===== config.mk =====
export PLATFORM = sky130hd
export DESIGN_NAME = lcd_timing_gen
export DESIGN_NICKNAME = d
export VERILOG_FILES = /design/src/rtl/video_types.sv /design/src/rtl/stat_irq_gen.sv /design/src/rtl/lcd_timing_gen.sv
export SDC_FILE = /design/constraint.sdc
export NUM_CORES = 1
export LEC_CHECK = 0
export ABC_AREA = 0
export BUFFER_PORTS_ARGS = -buffer_cell sky130_fd_sc_hd__buf_2
export CAP_MARGIN = 40
export CORE_ASPECT_RATIO = 0.6
export CORE_MARGIN = 2
export CORE_UTILIZATION = 44
export DETAILED_ROUTE_END_ITERATION = 16
export PLACE_DENSITY = 0.7
export SLEW_MARGIN = 0
export SYNTH_ARGS = -nofsm -noshare
export SYNTH_HDL_FRONTEND = slang
export SYNTH_SLANG_ARGS = --single-unit

===== constraint.sdc =====
create_clock -name clk -period 7.49 [get_ports clk]
set_input_delay 0 -clock clk [delete_from_list [all_inputs] [get_ports clk]]
set_output_delay 0 -clock clk [all_outputs]
set_load 0.1 [all_outputs]

===== src/rtl/video_types.sv =====
// Shared video timing constants and the STAT mode encoding for the LCD pipeline.
package video_types;
  localparam int LCD_DOTS_PER_LINE = 456;
  localparam int LCD_OAM_DOTS      = 80;
  localparam int LCD_XFER_DOTS     = 172;
  localparam int LCD_VISIBLE_LINES = 144;
  localparam int LCD_TOTAL_LINES   = 154;

  localparam int DOT_W  = 9;
  localparam int LY_W   = 8;
  localparam int MODE_W = 2;

  typedef enum logic [MODE_W-1:0] {
    HBLANK = 2'd0,
    VBLANK = 2'd1,
    OAM    = 2'd2,
    XFER   = 2'd3
  } lcd_mode_t;

  // Mode of a (line, dot) position given the visible/OAM/transfer boundaries.
  function automatic lcd_mode_t mode_decode(
    input logic [LY_W-1:0]  ly,
    input logic [DOT_W-1:0] dot,
    input logic [LY_W-1:0]  vis_lines,
    input logic [DOT_W-1:0] oam_end,
    input logic [DOT_W-1:0] xfer_end
  );
    if (ly >= vis_lines)     return VBLANK;
    else if (dot < oam_end)  return OAM;
    else if (dot < xfer_end) return XFER;
    else                     return HBLANK;
  endfunction
endpackage


===== src/rtl/stat_irq_gen.sv =====
// STAT interrupt source: OR of the selected conditions, registered history and rising-edge pulse.
module stat_irq_gen
  import video_types::*;
(
  input  logic       clk,
  input  logic       reset,
  input  logic       enable,
  input  lcd_mode_t  mode_nx,
  input  logic       coin_nx,
  input  logic [3:0] stat_sel,
  output logic       stat_irq
);
  logic src;
  logic src_q;

  // Evaluated on the next-cycle mode/coincidence so the pulse lines up with the new state.
  always_comb begin
    src = ((mode_nx == HBLANK) && stat_sel[0]) ||
          ((mode_nx == VBLANK) && stat_sel[1]) ||
          ((mode_nx == OAM)    && stat_sel[2]) ||
          (coin_nx             && stat_sel[3]);
  end

  always_ff @(posedge clk) begin
    if (reset || !enable) begin
      src_q    <= 1'b0;
      stat_irq <= 1'b0;
    end else begin
      src_q    <= src;
      stat_irq <= src && !src_q;
    end
  end
endmodule


===== src/rtl/lcd_timing_gen.sv =====
// LCD dot/line counters, STAT mode decode and the renderer/interrupt strobes.
module lcd_timing_gen
  import video_types::*;
#(
  parameter int DOTS_PER_LINE = LCD_DOTS_PER_LINE,
  parameter int OAM_DOTS      = LCD_OAM_DOTS,
  parameter int XFER_DOTS     = LCD_XFER_DOTS,
  parameter int VISIBLE_LINES = LCD_VISIBLE_LINES,
  parameter int TOTAL_LINES   = LCD_TOTAL_LINES
) (
  input  logic              clk,
  input  logic              reset,
  input  logic              lcd_enable,
  input  logic [LY_W-1:0]   lyc,
  input  logic [3:0]        stat_sel,
  output logic [LY_W-1:0]   ly,
  output logic [DOT_W-1:0]  dot,
  output logic [MODE_W-1:0] mode,
  output logic              coincidence,
  output logic              drawline,
  output logic              vblank_irq,
  output logic              stat_irq,
  output logic              frame_start
);
  localparam logic [DOT_W-1:0] DOT_LAST = DOT_W'(DOTS_PER_LINE - 1);
  localparam logic [LY_W-1:0]  LY_LAST  = LY_W'(TOTAL_LINES - 1);
  localparam logic [LY_W-1:0]  VIS_LY   = LY_W'(VISIBLE_LINES);
  localparam logic [DOT_W-1:0] OAM_END  = DOT_W'(OAM_DOTS);
  localparam logic [DOT_W-1:0] XFER_END = DOT_W'(OAM_DOTS + XFER_DOTS);

  // running is low on the first enabled edge so counting restarts at (0,0).
  logic              running;
  logic              active;
  logic [DOT_W-1:0]  dot_nx;
  logic [LY_W-1:0]   ly_nx;
  lcd_mode_t         mode_nx;
  logic              coin_nx;

  assign active = lcd_enable && !reset;

  always_comb begin
    dot_nx = '0;
    ly_nx  = '0;
    if (running) begin
      if (dot == DOT_LAST) begin
        dot_nx = '0;
        ly_nx  = (ly == LY_LAST) ? '0 : ly + LY_W'(1);
      end else begin
        dot_nx = dot + DOT_W'(1);
        ly_nx  = ly;
      end
    end
    mode_nx = mode_decode(ly_nx, dot_nx, VIS_LY, OAM_END, XFER_END);
    coin_nx = (ly_nx == lyc);
  end

  always_ff @(posedge clk) begin
    if (!active) begin
      running     <= 1'b0;
      ly          <= '0;
      dot         <= '0;
      mode        <= HBLANK;
      coincidence <= 1'b0;
      drawline    <= 1'b0;
      vblank_irq  <= 1'b0;
      frame_start <= 1'b0;
    end else begin
      running     <= 1'b1;
      ly          <= ly_nx;
      dot         <= dot_nx;
      mode        <= mode_nx;
      coincidence <= coin_nx;
      drawline    <= (ly_nx < VIS_LY) && (dot_nx == OAM_END);
      vblank_irq  <= (ly_nx == VIS_LY) && (dot_nx == '0);
      frame_start <= (ly_nx == '0) && (dot_nx == '0);
    end
  end

  stat_irq_gen u_stat (
    .clk      (clk),
    .reset    (reset),
    .enable   (lcd_enable),
    .mode_nx  (mode_nx),
    .coin_nx  (coin_nx),
    .stat_sel (stat_sel),
    .stat_irq (stat_irq)
  );
endmodule


# Word-level counts from Yosys, hierarchy flattened
# Cells that the tools add are included.
# classes
eq_ne	7
add_sub_neg	2
muxes	9
n_lt_le_gt_ge	4
reduce_logical	19
# ops
cell	n
8-bit 2-to-1 mux	3
9-bit 2-to-1 mux	2
8-bit equality test (second input constant)	2
9-bit by 1-bit adder with 9-bit output (second input constant)	1
9-bit by 7-bit equality test with 1-bit output (second input constant)	1
9-bit equality test (second input constant)	1
1-bit logical AND	9
9-bit zero test	1
9-bit by 7-bit < comparator with 1-bit output (second input constant)	1
9-bit by 8-bit < comparator with 1-bit output (second input constant)	1
8-bit by 1-bit adder with 8-bit output (second input constant)	1
8-bit equality test	1
8-bit greater-or-equal comparator (second input constant)	1
8-bit zero test	1
8-bit < comparator (second input constant)	1
2-bit 2-to-1 mux	3
1-bit logical OR	4
1-bit zero test	3
2-bit by 1-bit equality test with 1-bit output (second input constant)	1
2-bit equality test (second input constant)	1
2-bit zero test	1
1-bit 2-to-1 mux	1
# totals
ff_bits	26
elab_cells	51
output_inout_bits	24
input_bits	15

# Logic depth before layout (Yosys ltp)
# Gate-level depths: netlist of the first run.
# depth
word_depth	13
ltp_mapped	9
mapped_depth_nobuf	9

# Cells and area by module
# Synthesis of the first run repeated with hierarchy kept, for this count alone.
# unflattened
cells_unflattened	221
area_unflattened_um2	1741.7
# modules_own_cells
mod	area_each_um2	cells_per_inst	seq_area_each_um2	n_inst
lcd_timing_gen	1652.8	213	480.5	1
stat_irq_gen	88.8	8	40.0	1

# Least setup slack after synthesis of the first run
# No wires, ideal clock.
# synth_timing
kind	reg2reg
from	register dot[1]
to	register vblank_irq
t_arrival_ns	3.117
stages_incl_launch_ff	8
path_buffers	0
path_slack_ns	4.281
required_time_ns	7.398
setup_time_ns	0.092
synth_period_minus_slack_ns	3.209
cell_sequence	dfxtp_1 -> ha_1 -> nand4_2 -> nor4_1 -> xnor2_1 -> a21oi_1 -> or4_1 -> nor4_1
# synth_between
elab_chain_cells	5
word_cells_on_any_way	9
cone_classes	add/sub (1); eq/ne (2); mux (4); reduce/logical (2)
# synth_rtl
item	line_no	text
from (decl)	lcd_timing_gen.sv:17	output logic [DOT_W-1:0] dot,
from (signal assigned)	lcd_timing_gen.sv:70	dot <= dot_nx;
9-bit by 1-bit adder with 9-bit output or 9-bit equality test (tied branches)	lcd_timing_gen.sv:49, lcd_timing_gen.sv:45	
9-bit 2-to-1 mux or 8-bit 2-to-1 mux (tied branches)	lcd_timing_gen.sv:45	if (dot == DOT_LAST) begin
9-bit 2-to-1 mux or 8-bit 2-to-1 mux (tied branches)	lcd_timing_gen.sv:44	if (running) begin
9-bit zero test or 8-bit equality test (tied branches)	lcd_timing_gen.sv:74	vblank_irq <= (ly_nx == VIS_LY) && (dot_nx == '0);
1-bit logical AND (*)	lcd_timing_gen.sv:74	
to (signal assigned)	lcd_timing_gen.sv:74	
to (decl)	lcd_timing_gen.sv:21	output logic vblank_irq,
# Mark *: on every way between the ends. The rest lies on a longest branch, timed or not.
# A chain may end at the register's enable or synchronous reset.

# Worst setup path in the final report of the first run
# layout_timing
from	register dot[1]
to	register u_stat.src_q
# layout_between
elab_chain_cells	12
word_cells_on_any_way	23
cone_classes	add/sub (1); order compare (3); eq/ne (4); mux (7); reduce/logical (8)
# layout_rtl
item	line_no	text
9-bit by 1-bit adder with 9-bit output or 9-bit equality test (tied branches)	lcd_timing_gen.sv:49, lcd_timing_gen.sv:45	
9-bit 2-to-1 mux	lcd_timing_gen.sv:45	
9-bit 2-to-1 mux	lcd_timing_gen.sv:44	
9-bit by 8-bit < comparator with 1-bit output	video_types.sv:30	else if (dot < xfer_end) return XFER;
2-bit 2-to-1 mux	video_types.sv:30	
2-bit 2-to-1 mux	video_types.sv:29	else if (dot < oam_end) return OAM;
2-bit 2-to-1 mux	video_types.sv:28	if (ly >= vis_lines) return VBLANK;
2-bit by 1-bit equality test with 1-bit output or 2-bit zero test (tied branches)	stat_irq_gen.sv:19, stat_irq_gen.sv:18	
1-bit logical AND, on equally long branches	stat_irq_gen.sv:19, stat_irq_gen.sv:18	
1-bit logical OR	stat_irq_gen.sv:18	src = ((mode_nx == HBLANK) && stat_sel[0]) ||
1-bit logical OR	stat_irq_gen.sv:19	((mode_nx == VBLANK) && stat_sel[1]) ||
1-bit logical OR (*)	stat_irq_gen.sv:20	((mode_nx == OAM) && stat_sel[2]) ||
to (signal assigned)	stat_irq_gen.sv:29	src_q <= src;
to (decl)	stat_irq_gen.sv:14	logic src_q;
# Marked as above.

==> results.toml, run 1 <==
[min_path]
timing.hold.worst.start = "stat_sel[1]"
hold_class = "input port to register"
whs_endpoint = "u_stat.src_q"
worst_hold_path.num_cells = 4

[placement]
placedInstanceArea_mm2 = 0.00198
hpwl_um = 3770
gp_routability_congestion = 0.917
place.port_buffers = 38

[route]
detailedRoute.firstPassIterationCount = 4
routed-via-count = 1798
drt_drc_violations_left = 0
detailedRoute.firstIterationViolations = 170
detail_route.vias_per_cell = 5.97
ant_nets = 0
routed_wl_um = 5010
wire_per_inst_um = 16.6

[clocking]
clkSlewWorstSetupHoldPaths_ns = 0.10
tritoncts.num_buffers = 3
post_cts.repair.setup_buffers = 0
clk-insertion-delay-late_ns = 0.28
clock_tree_from_tritoncts = "done"
num_clock_sinks = 26
cts_repair_resize_count = 0
cts_root_buf = "sky130_fd_sc_hd__clkbuf_8"
cts.path.max_buffers = 2
cts_htree_levels = 1

[layout]
antenna_cells_inserted = 0
ff_latch_area_um2 = 520
multi_input_comb_area_mm2 = 0.00117
layout-area-overhead-vs-synth_pct = 14.6
num-nets-final = 274
num-fill-cells = 375
ratio_of_cells_with_drive_above_1_in_the_final_layout_pct = 22.4
finalCoreUtilization_pct = 54.4
design_area_mm2 = 0.00206

[grt]
grt_pass1_vias = 1643
grt_max_degree = 16
antenna_found_initial = 0
grt_pass1_wl_um = 8300
grt.overflow.total = 0
grt_use_total_pct = 23.4

[synth]
synth_edf_count = 0
postSynthAreaPerCell_um2 = 8.09
share_of_async_settable_or_async_resettable_flops_after_synthesis_pct = 0
yosys_most_used_dff = "sky130_fd_sc_hd__dfxtp_1"
synth_cell_type_count = 61
mappedNetlistArea_mm2 = 0.00180
synthCells = 222
synthesized_net_count = 241
synth_seq_area_share_pct = 29.0
synth-warning-count = 0
ys_seq_elements = 26

[floorplanning]
floorplan.initialDensity_pct = 47.5
die_width_um = 86.5
num_rows = 17
chipHeight_um = 53.5
ioPinCount = 39
die_area_mm2 = 0.00463
core_region_area_mm2 = 0.00379

[power]
internal_power_uw = 219
p_comb_share_pct = 8.8
power_density_mw_per_mm2 = 140
netSwitchingPower_uw = 68.0
clock_power_share_pct = 41.9
p_leak_nw = 0.773
vdd_drop_max_v = 0.0000648
p_sw_share_pct = 23.7
pwr-share-seq_pct = 49.2

[critical_path]
r2r_setup_slack_ns = 4.67
arrival_time_of_data_at_the_critical_path_endpoint_ns = 2.98
critical_path_fanout_max = 7
worst-setup-path-type = "register to register"
r2r_cells = 8
timing.rr.end = "u_stat.src_q"
critical_path_data_required_time_ns = 7.65
endpoint_kind = "register"
r2r_start = "dot[1]"
setup.worst_path.start_class = "register"

[status]
run_status = "completed"

[sta]
relSlewSlack_pct = 53.4
final.setup.tns_ns = 0
fmaxAchievable_mhz = 354
hold-worst-slack_ns = 0.120
grt_setup_unrepaired = "false"
final.min_clock_period_ns = 2.82
tightestPinTransition_ns = 0.698
clock_skew_ns = 0.00700
hold_violations_final = 0
setup_viol_count_final = 0
final_max_slew_viol_count = 0
final.period_utilization_pct = 37.7

[flow_run]
timing.max_cap.violations = 0
-- power by group through the flow --
| stage | Sequential, mW | Clock [mW] | Combinational [mW] |
|---|---|---|---|
| floorplan | 0.151 | 0 | 0.0102 |
| global placement | 0.145 | 0 | 0.0249 |
| detailed placement | 0.145 | 0 | 0.0248 |
| CTS | 0.141 | 0.121 | 0.0253 |
| global route | 0.142 | 0.126 | 0.0278 |
| finish | 0.141 | 0.120 | 0.0254 |
-- state kept, by name, summed over array words and instances, names as in the netlist --
register         count
ly                   8
vblank_irq           1
dot                  9
mode                 2
u_stat.src_q         1
coincidence          1
frame_start          1
running              1
drawline             1
u_stat.stat_irq      1
-- per-layer routing --
| layer | vias up | global-route usage [%] | wire (µm) | part of all wire (%) |
|---|---|---|---|---|
| li1 | 897 | - | - | - |
| met1 | 826 | 35.3 | 2590 | 52 |
| met2 | 73 | 33.7 | 1990 | 40 |
| met3 | 2 | 5.93 | 413 | 8.2 |
| met4 | 0 | 3.65 | 16 | 0.32 |
| met5 | - | 0 | 0 | 0 |
-- metrics by stage --
stage	std cells	power, mW	setup slack, ns
floorplan	222	0.161	4.28
global placement	296	0.169	4.76
detailed placement	296	0.169	4.71
CTS	301	0.288	4.69
global route	301	0.295	4.44
finish	301	0.287	4.67
-- layout make-up --
cell class                 count  area share (%)
clock inverter                 1            1.46
clock buffer                   3            2.01
inverter                       9            1.64
timing repair buffer          39            9.73
multi-input combinational    176            57.0
sequential                    26            25.3
tap                           47            2.86
-- layout by cell type, fill, tap and decap left out, types with 2 or more instances in the layout --
cell type / synthesis / routed
sky130_fd_sc_hd__o211a_1: 2 / 2
sky130_fd_sc_hd__a21oi_1: 16 / 16
sky130_fd_sc_hd__clkbuf_8: 0 / 3
sky130_fd_sc_hd__o211ai_1: 2 / 2
sky130_fd_sc_hd__o21ai_0: 6 / 6
sky130_fd_sc_hd__and2_1: 2 / 2
sky130_fd_sc_hd__nand4_1: 4 / 4
sky130_fd_sc_hd__nand4_2: 2 / 2
sky130_fd_sc_hd__nor4_4: 2 / 2
sky130_fd_sc_hd__nand2_1: 19 / 19
sky130_fd_sc_hd__o221ai_1: 2 / 2
sky130_fd_sc_hd__or2_2: 3 / 3
sky130_fd_sc_hd__a31oi_1: 5 / 5
sky130_fd_sc_hd__or3_1: 2 / 2
sky130_fd_sc_hd__nor4b_1: 2 / 2
sky130_fd_sc_hd__or4_1: 2 / 2
sky130_fd_sc_hd__buf_2: 3 / 38
sky130_fd_sc_hd__nand2b_1: 6 / 6
sky130_fd_sc_hd__nor3_1: 12 / 12
sky130_fd_sc_hd__nor4_1: 4 / 4
sky130_fd_sc_hd__nand3_1: 9 / 9
sky130_fd_sc_hd__a21boi_0: 2 / 2
sky130_fd_sc_hd__dfxtp_1: 26 / 26
sky130_fd_sc_hd__nor3b_1: 3 / 3
sky130_fd_sc_hd__and3_1: 2 / 2
sky130_fd_sc_hd__nor2_1: 20 / 20
sky130_fd_sc_hd__and4b_1: 3 / 3
sky130_fd_sc_hd__inv_1: 9 / 9
sky130_fd_sc_hd__xnor2_1: 11 / 11
sky130_fd_sc_hd__ha_1: 4 / 4
-- worst max-delay path: stages, from the launching register on --
cell and delay, ns:
sky130_fd_sc_hd__dfxtp_1 0.48, sky130_fd_sc_hd__ha_1 0.19, sky130_fd_sc_hd__nand3_1 0.23, sky130_fd_sc_hd__or3_1 0.42
sky130_fd_sc_hd__a21oi_1 0.38, sky130_fd_sc_hd__o311ai_0 0.30, sky130_fd_sc_hd__and4b_1 0.27, sky130_fd_sc_hd__o311ai_1 0.36
sky130_fd_sc_hd__nand2_1 0.08
-- timing repair --
item                                    in CTS  in global routing
endpoints found under the setup margin       0                  0
hold buffers                                 1                  0
hold endpoints to repair                     2                  0
-- synthesized netlist by cell type, types with 3 or more instances --
| cell | count | area (µm²) |
|---|---|---|
| sky130_fd_sc_hd__nor4_1 | 4 | 25.0 |
| sky130_fd_sc_hd__buf_6 | 3 | 33.8 |
| sky130_fd_sc_hd__clkbuf_1 | 4 | 15.0 |
| sky130_fd_sc_hd__nor2_1 | 20 | 75.1 |
| sky130_fd_sc_hd__xnor2_1 | 11 | 96.3 |
| sky130_fd_sc_hd__nand2b_1 | 6 | 37.5 |
| sky130_fd_sc_hd__nand3_1 | 9 | 45.0 |
| sky130_fd_sc_hd__nand4_1 | 4 | 25.0 |
| sky130_fd_sc_hd__and4b_1 | 3 | 30.0 |
| sky130_fd_sc_hd__o21ai_0 | 6 | 30.0 |
| sky130_fd_sc_hd__nand2_1 | 19 | 71.3 |
| sky130_fd_sc_hd__or2_2 | 3 | 18.8 |
| sky130_fd_sc_hd__inv_1 | 9 | 33.8 |
| sky130_fd_sc_hd__dfxtp_1 | 26 | 521 |
| sky130_fd_sc_hd__ha_1 | 4 | 50.1 |
| sky130_fd_sc_hd__a21oi_1 | 16 | 80.1 |
| sky130_fd_sc_hd__nor3b_1 | 3 | 22.5 |
| sky130_fd_sc_hd__a31oi_1 | 5 | 31.3 |
| sky130_fd_sc_hd__buf_2 | 3 | 15.0 |
| sky130_fd_sc_hd__nor3_1 | 12 | 60.1 |
-- worst max-delay path by stage --
stage | from | end | slack [ns] | depth (start not counted)
after floorplan | dot[1] | vblank_irq | 4.28 | 7
after global placement | dot[0] | u_stat.src_q | 4.76 | 8
after detailed placement | dot[1] | u_stat.src_q | 4.71 | 8
after CTS | dot[1] | u_stat.src_q | 4.69 | 8
after global routing | dot[1] | u_stat.stat_irq | 4.44 | 8
final | dot[1] | u_stat.src_q | 4.67 | 8
-- kinds of logic after synthesis --
logic type               after synthesis  share of synthesized area [%]
AO/OA/AOI/OAI                         55                           21.5
multiplexers                           1                          0.557
XOR/XNOR                              12                           5.85
buffers and inverters                 20                           5.71
AND/OR/NAND/NOR                      104                           34.7
flip-flops                            26                           29.0
adder cells (fa/ha/maj)                4                           2.79
No activity file was read; power rests on OpenSTA's default activity.
==> inputs of run 2 (changes only) <==
Clock period 7.49 ns to 2.9 ns, I/O delays scaled along.
==> results.toml, run 2 (synthesized netlist as in run 1, its figures left out) <==
[clocking]
tritoncts.num_buffers = 3
cts_htree_levels = 1
clock_tree_from_tritoncts = "done"
clkSlewWorstSetupHoldPaths_ns = 0.10
clk-insertion-delay-late_ns = 0.28
cts_root_buf = "sky130_fd_sc_hd__clkbuf_8"
cts.path.max_buffers = 2
num_clock_sinks = 26
post_cts.repair.setup_buffers = 0

[sta]
final.setup.tns_ns = 0
final.period_utilization_pct = 92.9
setup_viol_count_final = 0
relSlewSlack_pct = 62.6
hold_violations_final = 0
grt_setup_unrepaired = "false"
tightestPinTransition_ns = 0.560
final_critical_path_setup_slack_ns = 0.207
final_max_slew_viol_count = 0
final.min_clock_period_ns = 2.69
clock_skew_ns = 0.00618
fmaxAchievable_mhz = 371

[route]
wire_per_inst_um = 16.5
drt_drc_violations_left = 0
detailedRoute.firstPassIterationCount = 5
detailedRoute.firstIterationViolations = 220
ant_nets = 0
detail_route.vias_per_cell = 6.07
routed-via-count = 1862
routed_wl_um = 5070

[power]
vdd_drop_max_v = 0.000197
p_leak_nw = 0.808
internal_power_uw = 568
p_sw_share_pct = 23.2
clock_power_share_pct = 41.4
p_comb_share_pct = 9.6
power_density_mw_per_mm2 = 349
pwr-share-seq_pct = 49.0
total_power_uw = 739
netSwitchingPower_uw = 171

[critical_path]
critical_path_fanout_max = 9
setup.worst_path.start_class = "register"
critical_path_data_required_time_ns = 3.09
arrival_time_of_data_at_the_critical_path_endpoint_ns = 2.88
worst-setup-path-type = "register to register"
endpoint_kind = "register"
r2r_cells = 7

[layout]
largest_reg_flops = 9
design_area_mm2 = 0.00212
most_common_library_cell_in_the_layout_ignoring_fill_and_taps = "sky130_fd_sc_hd__buf_2"
antenna_cells_inserted = 0
num-nets-final = 280
top_regs = "dot (9), ly (8), mode (2)"
layout-area-overhead-vs-synth_pct = 17.9
layout.cells.most_common_list = "sky130_fd_sc_hd__buf_2 (38), sky130_fd_sc_hd__nor2_1 (20), sky130_fd_sc_hd__nand2_1 (19)"
ratio_of_cells_with_drive_above_1_in_the_final_layout_pct = 28.1
final_cells = 307
registers.top_by_ff_count = "dot"

[floorplanning]
ioPinCount = 39
num_rows = 17
die_width_um = 86.5
floorplan.initialDensity_pct = 47.5
die_area_mm2 = 0.00463
core_region_area_mm2 = 0.00379
chipHeight_um = 53.5

[placement]
hpwl_um = 3790
place.detailed.instances = 302
placedInstanceArea_mm2 = 0.00203
gp_routability_congestion = 0.893
detailedPlace.worstSlack_ns = 0.258
place.port_buffers = 38

[grt]
grt_max_degree = 16
grt_pass1_vias = 1558
grt_pass1_wl_um = 7950
antenna_found_initial = 0
grt_use_total_pct = 22.7
grt.overflow.total = 0

[status]
run_status = "completed"

[min_path]
hold_class = "input port to register"
worst_hold_path.num_cells = 4

[flow_run]
timing.max_cap.violations = 0
## run 2: changes by cell type in the layout (fill, tap and decap cells not counted)
cell | before | now
sky130_fd_sc_hd__dfxtp_1 | 26 | 17
sky130_fd_sc_hd__buf_4 | 0 | 6
sky130_fd_sc_hd__a21oi_2 | 1 | 2
sky130_fd_sc_hd__dfxtp_2 | 0 | 9
sky130_fd_sc_hd__a21oi_1 | 16 | 15
## run 2: power groups by stage
stage	Combinational, mW	Sequential (mW)	Clock, mW
2_1_floorplan	0.0264	0.389	0
3_3_place_gp	0.0694	0.371	0
3_5_place_dp	0.0683	0.371	0
4_1_cts	0.0698	0.362	0.314
5_1_grt	0.0761	0.363	0.327
6_report	0.0707	0.362	0.306
## run 2: per-stage QoR
step / utilization, % / hold slack (ns)
2_1_floorplan: - / 0.156
4_1_cts: 55.8 / 0.118
3_3_place_gp: 53.7 / 0.285
6_report: 55.9 / 0.127
3_5_place_dp: 53.7 / 0.283
5_1_grt: 55.9 / 0.159
## run 2: timing repair
action / 4_1_cts / 5_1_grt
endpoints found under the hold margin: 2 / 0
setup endpoints to repair: 0 / 2
hold buffers: 1 / 0
gates resized for setup: 0 / 1
## run 2: cell type report
class | instances | area, µm²
clock buffer | 3 | 41.3
clock inverter | 1 | 30.0
timing repair buffer | 45 | 245
inverter | 9 | 33.8
sequential | 26 | 532
tap | 47 | 58.8
multi-input combinational | 176 | 1180
fill | 348 | 1670
## run 2: worst max-delay path, cell delays in order (launching register included)
cell and delay, ns:
sky130_fd_sc_hd__dfxtp_2 0.40, sky130_fd_sc_hd__ha_1 0.29, sky130_fd_sc_hd__nand4_2 0.34, sky130_fd_sc_hd__nor4_1 0.42
sky130_fd_sc_hd__xnor2_1 0.22, sky130_fd_sc_hd__a21oi_1 0.11, sky130_fd_sc_hd__or4_1 0.53, sky130_fd_sc_hd__nor4_1 0.29
## run 2: worst paths after layout
| check | from | endpoint | slack, ns |
|---|---|---|---|
| worst min register to register | u_stat.src_q | u_stat.stat_irq | 0.40 |
| worst max-delay path | dot[0] | vblank_irq | 0.21 |
| worst max register to register | dot[0] | vblank_irq | 0.21 |
| worst min-delay path | stat_sel[1] | u_stat.src_q | 0.13 |
## run 2: per-layer routing
metal	global-route usage (%)	share of wire [%]	vias to the layer above
met1	35.4	50	856
li1	-	-	909
met5	0	0	-
met3	4.52	10	2
met2	31.2	39	95
met4	5.21	0.49	0
